`src/rtl/load_store_unit_if.sv`:
```
// Bundle between the load/store unit, the EX stage, the data bus and writeback.
// slave = the unit itself; master = the environment that drives it.
interface load_store_unit_if;
  logic        req_valid;
  logic        req_ready;
  logic [6:0]  opcode;
  logic [2:0]  func3;
  logic [31:0] addr;
  logic [31:0] wdata;
  logic [4:0]  rd;
  logic        mem_req;
  logic        mem_we;
  logic [31:0] mem_addr;
  logic [31:0] mem_wdata;
  logic [3:0]  mem_be;
  logic        mem_ack;
  logic [31:0] mem_rdata;
  logic        wb_valid;
  logic [4:0]  wb_rd;
  logic [31:0] wb_data;
  logic        stall;
  logic        fault;
  logic [31:0] fault_addr;

  modport slave (
    input  req_valid, opcode, func3, addr, wdata, rd, mem_ack, mem_rdata,
    output req_ready, mem_req, mem_we, mem_addr, mem_wdata, mem_be,
           wb_valid, wb_rd, wb_data, stall, fault, fault_addr
  );

  modport master (
    output req_valid, opcode, func3, addr, wdata, rd, mem_ack, mem_rdata,
    input  req_ready, mem_req, mem_we, mem_addr, mem_wdata, mem_be,
           wb_valid, wb_rd, wb_data, stall, fault, fault_addr
  );
endinterface

```
`src/rtl/load_store_unit.sv`:
```
// Memory stage: single-beat req/ack bus access with byte lanes and load extension.
// MISALIGN_TRAP_EN: when defined, misaligned half/word accesses fault instead of aligning down.
module load_store_unit #(
  parameter int TIMEOUT_CYCLES = 16
) (
  input logic               clk,
  input logic               rst,
  load_store_unit_if.slave  bus
);
  localparam logic [6:0] OP_LOAD  = 7'b0000011;
  localparam logic [6:0] OP_STORE = 7'b0100011;
  localparam int         TW       = $clog2(TIMEOUT_CYCLES + 1);

  typedef enum logic [1:0] {IDLE, BUS, DONE} state_t;

  state_t        r_state, w_next;
  logic          r_load, r_fault;
  logic [2:0]    r_func3;
  logic [31:0]   r_addr, r_wdata, r_wb_data;
  logic [3:0]    r_be;
  logic [4:0]    r_rd;
  logic [TW-1:0] r_tmo;

  logic        w_is_load, w_is_store, w_accept, w_legal, w_misalign, w_bad, w_tmo;
  logic [3:0]  w_be;
  logic [31:0] w_wdata, w_shift, w_ext;

  assign w_is_load  = (bus.opcode == OP_LOAD);
  assign w_is_store = (bus.opcode == OP_STORE);
  assign w_accept   = (r_state == IDLE) && bus.req_valid && (w_is_load || w_is_store);

  always_comb begin
    w_legal = 1'b0;
    case (bus.func3)
      3'b000, 3'b001, 3'b010: w_legal = 1'b1;
      3'b100, 3'b101:         w_legal = w_is_load;
      default:                w_legal = 1'b0;
    endcase
  end

`ifdef MISALIGN_TRAP_EN
  assign w_misalign = ((bus.func3[1:0] == 2'b01) && bus.addr[0]) ||
                      ((bus.func3[1:0] == 2'b10) && (bus.addr[1:0] != 2'b00));
`else
  assign w_misalign = 1'b0;
`endif

  assign w_bad = !w_legal || w_misalign;

  // Lane selection ignores the sub-size address bits, so untrapped misaligned
  // accesses fall back to the naturally aligned container.
  always_comb begin
    w_be    = 4'b1111;
    w_wdata = bus.wdata;
    case (bus.func3[1:0])
      2'b00: begin
        w_be    = 4'b0001 << bus.addr[1:0];
        w_wdata = {4{bus.wdata[7:0]}};
      end
      2'b01: begin
        w_be    = bus.addr[1] ? 4'b1100 : 4'b0011;
        w_wdata = {2{bus.wdata[15:0]}};
      end
      default: begin
        w_be    = 4'b1111;
        w_wdata = bus.wdata;
      end
    endcase
  end

  always_comb begin
    w_shift = bus.mem_rdata;
    case (r_func3[1:0])
      2'b00:   w_shift = bus.mem_rdata >> {r_addr[1:0], 3'b000};
      2'b01:   w_shift = bus.mem_rdata >> {r_addr[1], 4'b0000};
      default: w_shift = bus.mem_rdata;
    endcase
  end

  always_comb begin
    w_ext = w_shift;
    case (r_func3)
      3'b000:  w_ext = {{24{w_shift[7]}}, w_shift[7:0]};
      3'b001:  w_ext = {{16{w_shift[15]}}, w_shift[15:0]};
      3'b100:  w_ext = {24'h0, w_shift[7:0]};
      3'b101:  w_ext = {16'h0, w_shift[15:0]};
      default: w_ext = w_shift;
    endcase
  end

  // Ack in the last allowed cycle takes priority over the timeout.
  assign w_tmo = (r_state == BUS) && !bus.mem_ack && (r_tmo == TW'(TIMEOUT_CYCLES - 1));

  always_comb begin
    w_next = r_state;
    case (r_state)
      IDLE:    if (w_accept && !w_bad) w_next = BUS;
      BUS:     if (bus.mem_ack) w_next = DONE;
               else if (w_tmo)  w_next = IDLE;
      DONE:    w_next = IDLE;
      default: w_next = IDLE;
    endcase
  end

  always_ff @(posedge clk or posedge rst) begin
    if (rst) begin
      r_state   <= IDLE;
      r_load    <= 1'b0;
      r_fault   <= 1'b0;
      r_func3   <= 3'b000;
      r_addr    <= 32'h0;
      r_wdata   <= 32'h0;
      r_wb_data <= 32'h0;
      r_be      <= 4'b0000;
      r_rd      <= 5'd0;
      r_tmo     <= '0;
    end else begin
      r_state <= w_next;
      r_fault <= w_accept && w_bad;
      if (w_accept) begin
        r_load  <= w_is_load;
        r_func3 <= bus.func3;
        r_addr  <= bus.addr;
        r_wdata <= w_wdata;
        r_be    <= w_be;
        r_rd    <= bus.rd;
        r_tmo   <= '0;
      end
      if (r_state == BUS) begin
        if (bus.mem_ack) r_wb_data <= w_ext;
        else             r_tmo     <= r_tmo + TW'(1);
      end
    end
  end

  assign bus.req_ready  = (r_state == IDLE);
  assign bus.stall      = (r_state != IDLE);
  assign bus.mem_req    = (r_state == BUS);
  assign bus.mem_we     = (r_state == BUS) && !r_load;
  assign bus.mem_addr   = (r_state == BUS) ? {r_addr[31:2], 2'b00} : 32'h0;
  assign bus.mem_wdata  = (r_state == BUS) ? r_wdata : 32'h0;
  assign bus.mem_be     = (r_state == BUS) ? r_be : 4'b0000;
  assign bus.wb_valid   = (r_state == DONE) && r_load;
  assign bus.wb_rd      = r_rd;
  assign bus.wb_data    = r_wb_data;
  assign bus.fault      = r_fault || w_tmo;
  assign bus.fault_addr = r_addr;
endmodule

```
`src/flat_wrapper.sv`:
```
// flat-port wrapper written by rule: the top's interface ports become plain ports
module load_store_unit_flat 
#(
  parameter int TIMEOUT_CYCLES = 16
)
  (clk, rst, bus_req_valid, bus_opcode, bus_func3, bus_addr, bus_wdata, bus_rd, bus_mem_ack, bus_mem_rdata, bus_req_ready, bus_mem_req, bus_mem_we, bus_mem_addr, bus_mem_wdata, bus_mem_be, bus_wb_valid, bus_wb_rd, bus_wb_data, bus_stall, bus_fault, bus_fault_addr);
  load_store_unit_if bus_i ();
  input logic clk;
  input logic rst;
  input wire logic [$bits(bus_i.req_valid)-1:0] bus_req_valid;
  input wire logic [$bits(bus_i.opcode)-1:0] bus_opcode;
  input wire logic [$bits(bus_i.func3)-1:0] bus_func3;
  input wire logic [$bits(bus_i.addr)-1:0] bus_addr;
  input wire logic [$bits(bus_i.wdata)-1:0] bus_wdata;
  input wire logic [$bits(bus_i.rd)-1:0] bus_rd;
  input wire logic [$bits(bus_i.mem_ack)-1:0] bus_mem_ack;
  input wire logic [$bits(bus_i.mem_rdata)-1:0] bus_mem_rdata;
  output wire logic [$bits(bus_i.req_ready)-1:0] bus_req_ready;
  output wire logic [$bits(bus_i.mem_req)-1:0] bus_mem_req;
  output wire logic [$bits(bus_i.mem_we)-1:0] bus_mem_we;
  output wire logic [$bits(bus_i.mem_addr)-1:0] bus_mem_addr;
  output wire logic [$bits(bus_i.mem_wdata)-1:0] bus_mem_wdata;
  output wire logic [$bits(bus_i.mem_be)-1:0] bus_mem_be;
  output wire logic [$bits(bus_i.wb_valid)-1:0] bus_wb_valid;
  output wire logic [$bits(bus_i.wb_rd)-1:0] bus_wb_rd;
  output wire logic [$bits(bus_i.wb_data)-1:0] bus_wb_data;
  output wire logic [$bits(bus_i.stall)-1:0] bus_stall;
  output wire logic [$bits(bus_i.fault)-1:0] bus_fault;
  output wire logic [$bits(bus_i.fault_addr)-1:0] bus_fault_addr;
  assign bus_i.req_valid = bus_req_valid;
  assign bus_i.opcode = bus_opcode;
  assign bus_i.func3 = bus_func3;
  assign bus_i.addr = bus_addr;
  assign bus_i.wdata = bus_wdata;
  assign bus_i.rd = bus_rd;
  assign bus_i.mem_ack = bus_mem_ack;
  assign bus_i.mem_rdata = bus_mem_rdata;
  assign bus_req_ready = bus_i.req_ready;
  assign bus_mem_req = bus_i.mem_req;
  assign bus_mem_we = bus_i.mem_we;
  assign bus_mem_addr = bus_i.mem_addr;
  assign bus_mem_wdata = bus_i.mem_wdata;
  assign bus_mem_be = bus_i.mem_be;
  assign bus_wb_valid = bus_i.wb_valid;
  assign bus_wb_rd = bus_i.wb_rd;
  assign bus_wb_data = bus_i.wb_data;
  assign bus_stall = bus_i.stall;
  assign bus_fault = bus_i.fault;
  assign bus_fault_addr = bus_i.fault_addr;
  load_store_unit #(.TIMEOUT_CYCLES(TIMEOUT_CYCLES)) u_core (.clk(clk), .rst(rst), .bus(bus_i));
endmodule
```
`config.mk`:
```
export PLATFORM = sky130hd
export DESIGN_NAME = load_store_unit_flat
export DESIGN_NICKNAME = d
export VERILOG_FILES = /design/src/rtl/load_store_unit_if.sv /design/src/rtl/load_store_unit.sv /design/src/flat_wrapper.sv
export SDC_FILE = /design/constraint.sdc
export NUM_CORES = 1
export LEC_CHECK = 0
export CAP_MARGIN = 15
export CORE_MARGIN = 5
export CORE_UTILIZATION = 39
export CTS_BUF_LIST = sky130_fd_sc_hd__clkbuf_8
export DETAILED_ROUTE_END_ITERATION = 16
export HOLD_SLACK_MARGIN = 0.12
export PLACE_DENSITY = 0.78
export SLEW_MARGIN = 30
export SYNTH_ARGS = -nofsm -noshare
export SYNTH_HDL_FRONTEND = slang
export SYNTH_SLANG_ARGS = --single-unit
```
`constraint.sdc`:
```
create_clock -name clk -period 3.3 [get_ports clk]
set_input_delay 0.33 -clock clk [delete_from_list [all_inputs] [get_ports clk]]
set_output_delay 0.33 -clock clk [all_outputs]
set_load 0.01 [all_outputs]
```
==> run summary <==
status: finished, final reports clean
Routed WL per cell: 17.3 um
Critical R2R Capture: u_core.bus.wb_data[15]
dpl hpwl: 13300 um
Rel. slew slack: 0.509
worst reg2reg startpoint: u_core.bus.fault_addr[1]
Pwr per Cell Area: 436 mW/mm^2
CTS tree: built
global routing usage on met3: 0.0850
NumNets Final: 943
CORE AREA: 0.0146 mm^2
most frequent cells in the layout: 255 x clkdlybuf4s50_1, 117 x dfrtp_1, 67 x and2_1
Distinct cells, synth: 41
largest net degree at the start of global routing: 65
met1 Track Usage GR: 0.244
area leader, netlist: dfrtp_1
number of H-tree levels: 4
commonest non-fill, non-tap cell in the layout: clkdlybuf4s50_1
worst setup margin: 635 ps
drt total wl: 17700 um
Overflow after GRT: 0
layout cell share with drive strength beyond 1: 0.118
met2 global-route usage: 0.335
Tmin final: 2660 ps
Routed Antenna Nets: 0
total CTS buffers: 17
Antenna Cells: 0
Worst Path Arrival: 2330 ps
internal reg-to-reg setup slack: 1120 ps
Post-Place Cell Area: 0.00859 mm^2
Lkg Pwr: 4.01 nW
port buffer count: 255
fmax: 375 MHz
HP Class: input port to asynchronous set/reset pin
Crit Path Class: flip-flop to output pin
I/O Pins: 258
initial antenna violation count: 0
share of the synthesized area in the top cell type: 0.498
Fin Setup TNS: 0 ps
latest clock arrival within the worst-skew pair: 440 ps
dpl ws: 864 ps
Initial DRT Pass Iterations: 4
final slew viol count: 0
startpoint types: flip-flop
cell area after layout: 0.00901 mm^2
Area contributors post-synth: dfrtp_1 50%, and2_1 7.1%, mux2_2 6.5%
Worst Path Required: 2970 ps
Post CTS Setup Buffer Count: 0
Total Routing Usage GR: 0.203
Resize count post-CTS: 0
unrepaired setup endpoints after global routing: no
Final Cycle Share: 0.807
# setup viols final: 0
max-cap viol count: 0
global-route wire length before repair: 28400 um
filler cell count: 1254
Tot Pwr: 3.93 mW
Post-Synthesis Cells: 582
number of global-route vias before repair: 5258
Rows: 44
vias: 5134
Hold Buf Count CTS: 0
Die ar.: 0.0176 mm^2
Die Width: 133 um
Synth Cell Area: 0.00588 mm^2
cells on worst reg2reg path: 4
Initial DRC Count: 331
clk slew on worst S/H paths: 70 ps
CTS root buf: clkbuf_8
register bit total from synthesis: 117
vias per cell: 5.02
syn avg cell area: 10.1 um^2
layout overhead on the synthesized area: 53.4%
Max IR drop VDD: 0.000245 V
Synth Warn #: 0
Max clock buf depth: 2
Max Clock Skew: 8.45 ps
Slew @ Worst Pin: 734 ps
Die Y: 133 um
worst-path maximum fanout: 31
# clock sinks: 117
gr busiest metal: met2
register area share after synthesis: 0.498
CP Capture Type: output pin
Initial Utilization: 0.401
Hold Violations, Final: 0
global placement routability congestion: 0.812
Post-route DRC: 0
==> per-stage QoR <==
step	utilization	hold WS (ps)	std cells
finish	0.616	362	1023
global route	0.616	405	1023
CTS	0.616	360	1023
detailed placement	0.586	463	991
global placement	0.586	455	991
floorplan	-	442	583
==> cells in the mapped netlist, drive strengths merged <==
library cell	n
mux2i	27
nor3b	1
a22oi	8
a21oi	22
o22ai	1
xnor2	1
conb	1
or4	14
or3	1
nor3	1
a21o	1
nor2b	12
nand3	37
o21ai	55
and2	67
a22o	8
nand2b	2
inv	7
clkbuf	26
nand2	60
or2b	1
nand3b	2
a31oi	9
nor2	27
o21ba	1
and3	1
dfrtp	117
buf	20
and4bb	1
nand4	1
a21boi	1
ha	2
mux2	47
==> report_power, final <==
group	switching (mW)	total (mW)	leakage (nW)	internal [mW]
clock network	0.578	1.43	0.226	0.848
logic	0.325	0.787	2.21	0.462
registers	0.118	1.72	1.57	1.60
total	1.02	3.93	4.01	2.91
==> worst max-delay path by stage <==
stage | startpoint | end | slack, ps | depth (start not counted)
final | u_core.r_state[1] | bus_mem_wdata[15] | 640 | 4
after CTS | u_core.r_state[1] | bus_mem_wdata[15] | 570 | 4
after detailed placement | bus_opcode[2] | u_core.r_wdata[12] | 860 | 7
after floorplan | rst | u_core.bus.fault_addr[0] | 1540 | 1
after global routing | u_core.r_state[1] | bus_mem_wdata[15] | 450 | 4
after global placement | bus_opcode[2] | u_core.r_func3[1] | 900 | 5
==> layout make-up <==
cell class / count / area [um^2] / area share
clock inverters: 13 / 165 / 0.0183
multi-input cells: 413 / 2710 / 0.301
inverters: 7 / 30.0 / 0.00333
clock buffers: 19 / 262 / 0.0290
repair buffers: 270 / 2690 / 0.298
well taps: 184 / 230 / 0.0255
flip-flops and latches: 117 / 2930 / 0.325
==> per-layer routing <==
metal / part of all wire / up-vias
met3: 0.090 / 20
met5: 0 / -
li1: - / 2496
met2: 0.48 / 208
met4: 0.013 / 0
met1: 0.42 / 2410
==> critical path, stage by stage, from the launching register on <==
cell and delay, ps:
dfrtp_1 440, nor2b_4 350, buf_4 350, and2_1 170
clkdlybuf4s50_1 590
==> registers in the layout, indices dropped and copies added, names as in the netlist <==
signal / count
u_core.bus.fault_addr: 32
u_core.bus.wb_data: 32
u_core.bus.wb_rd: 5
u_core.r_be: 4
u_core.r_fault: 1
u_core.r_func3: 3
u_core.r_load: 1
u_core.r_state: 2
u_core.r_tmo: 5
u_core.r_wdata: 32
==> kinds of logic after synthesis <==
| kind of cell | after synthesis | share of synthesized area |
|---|---|---|
| AOI/OAI and AO/OA | 106 | 0.103 |
| xor gates and xnor gates | 1 | 0.00149 |
| adders and majority gates | 2 | 0.00426 |
| buffers and inverters | 53 | 0.0439 |
| DFF | 117 | 0.498 |
| muxes | 74 | 0.144 |
| other | 1 | 0.000638 |
| and+or+nand+nor | 228 | 0.204 |
Power figures use the tool's default switching activity.
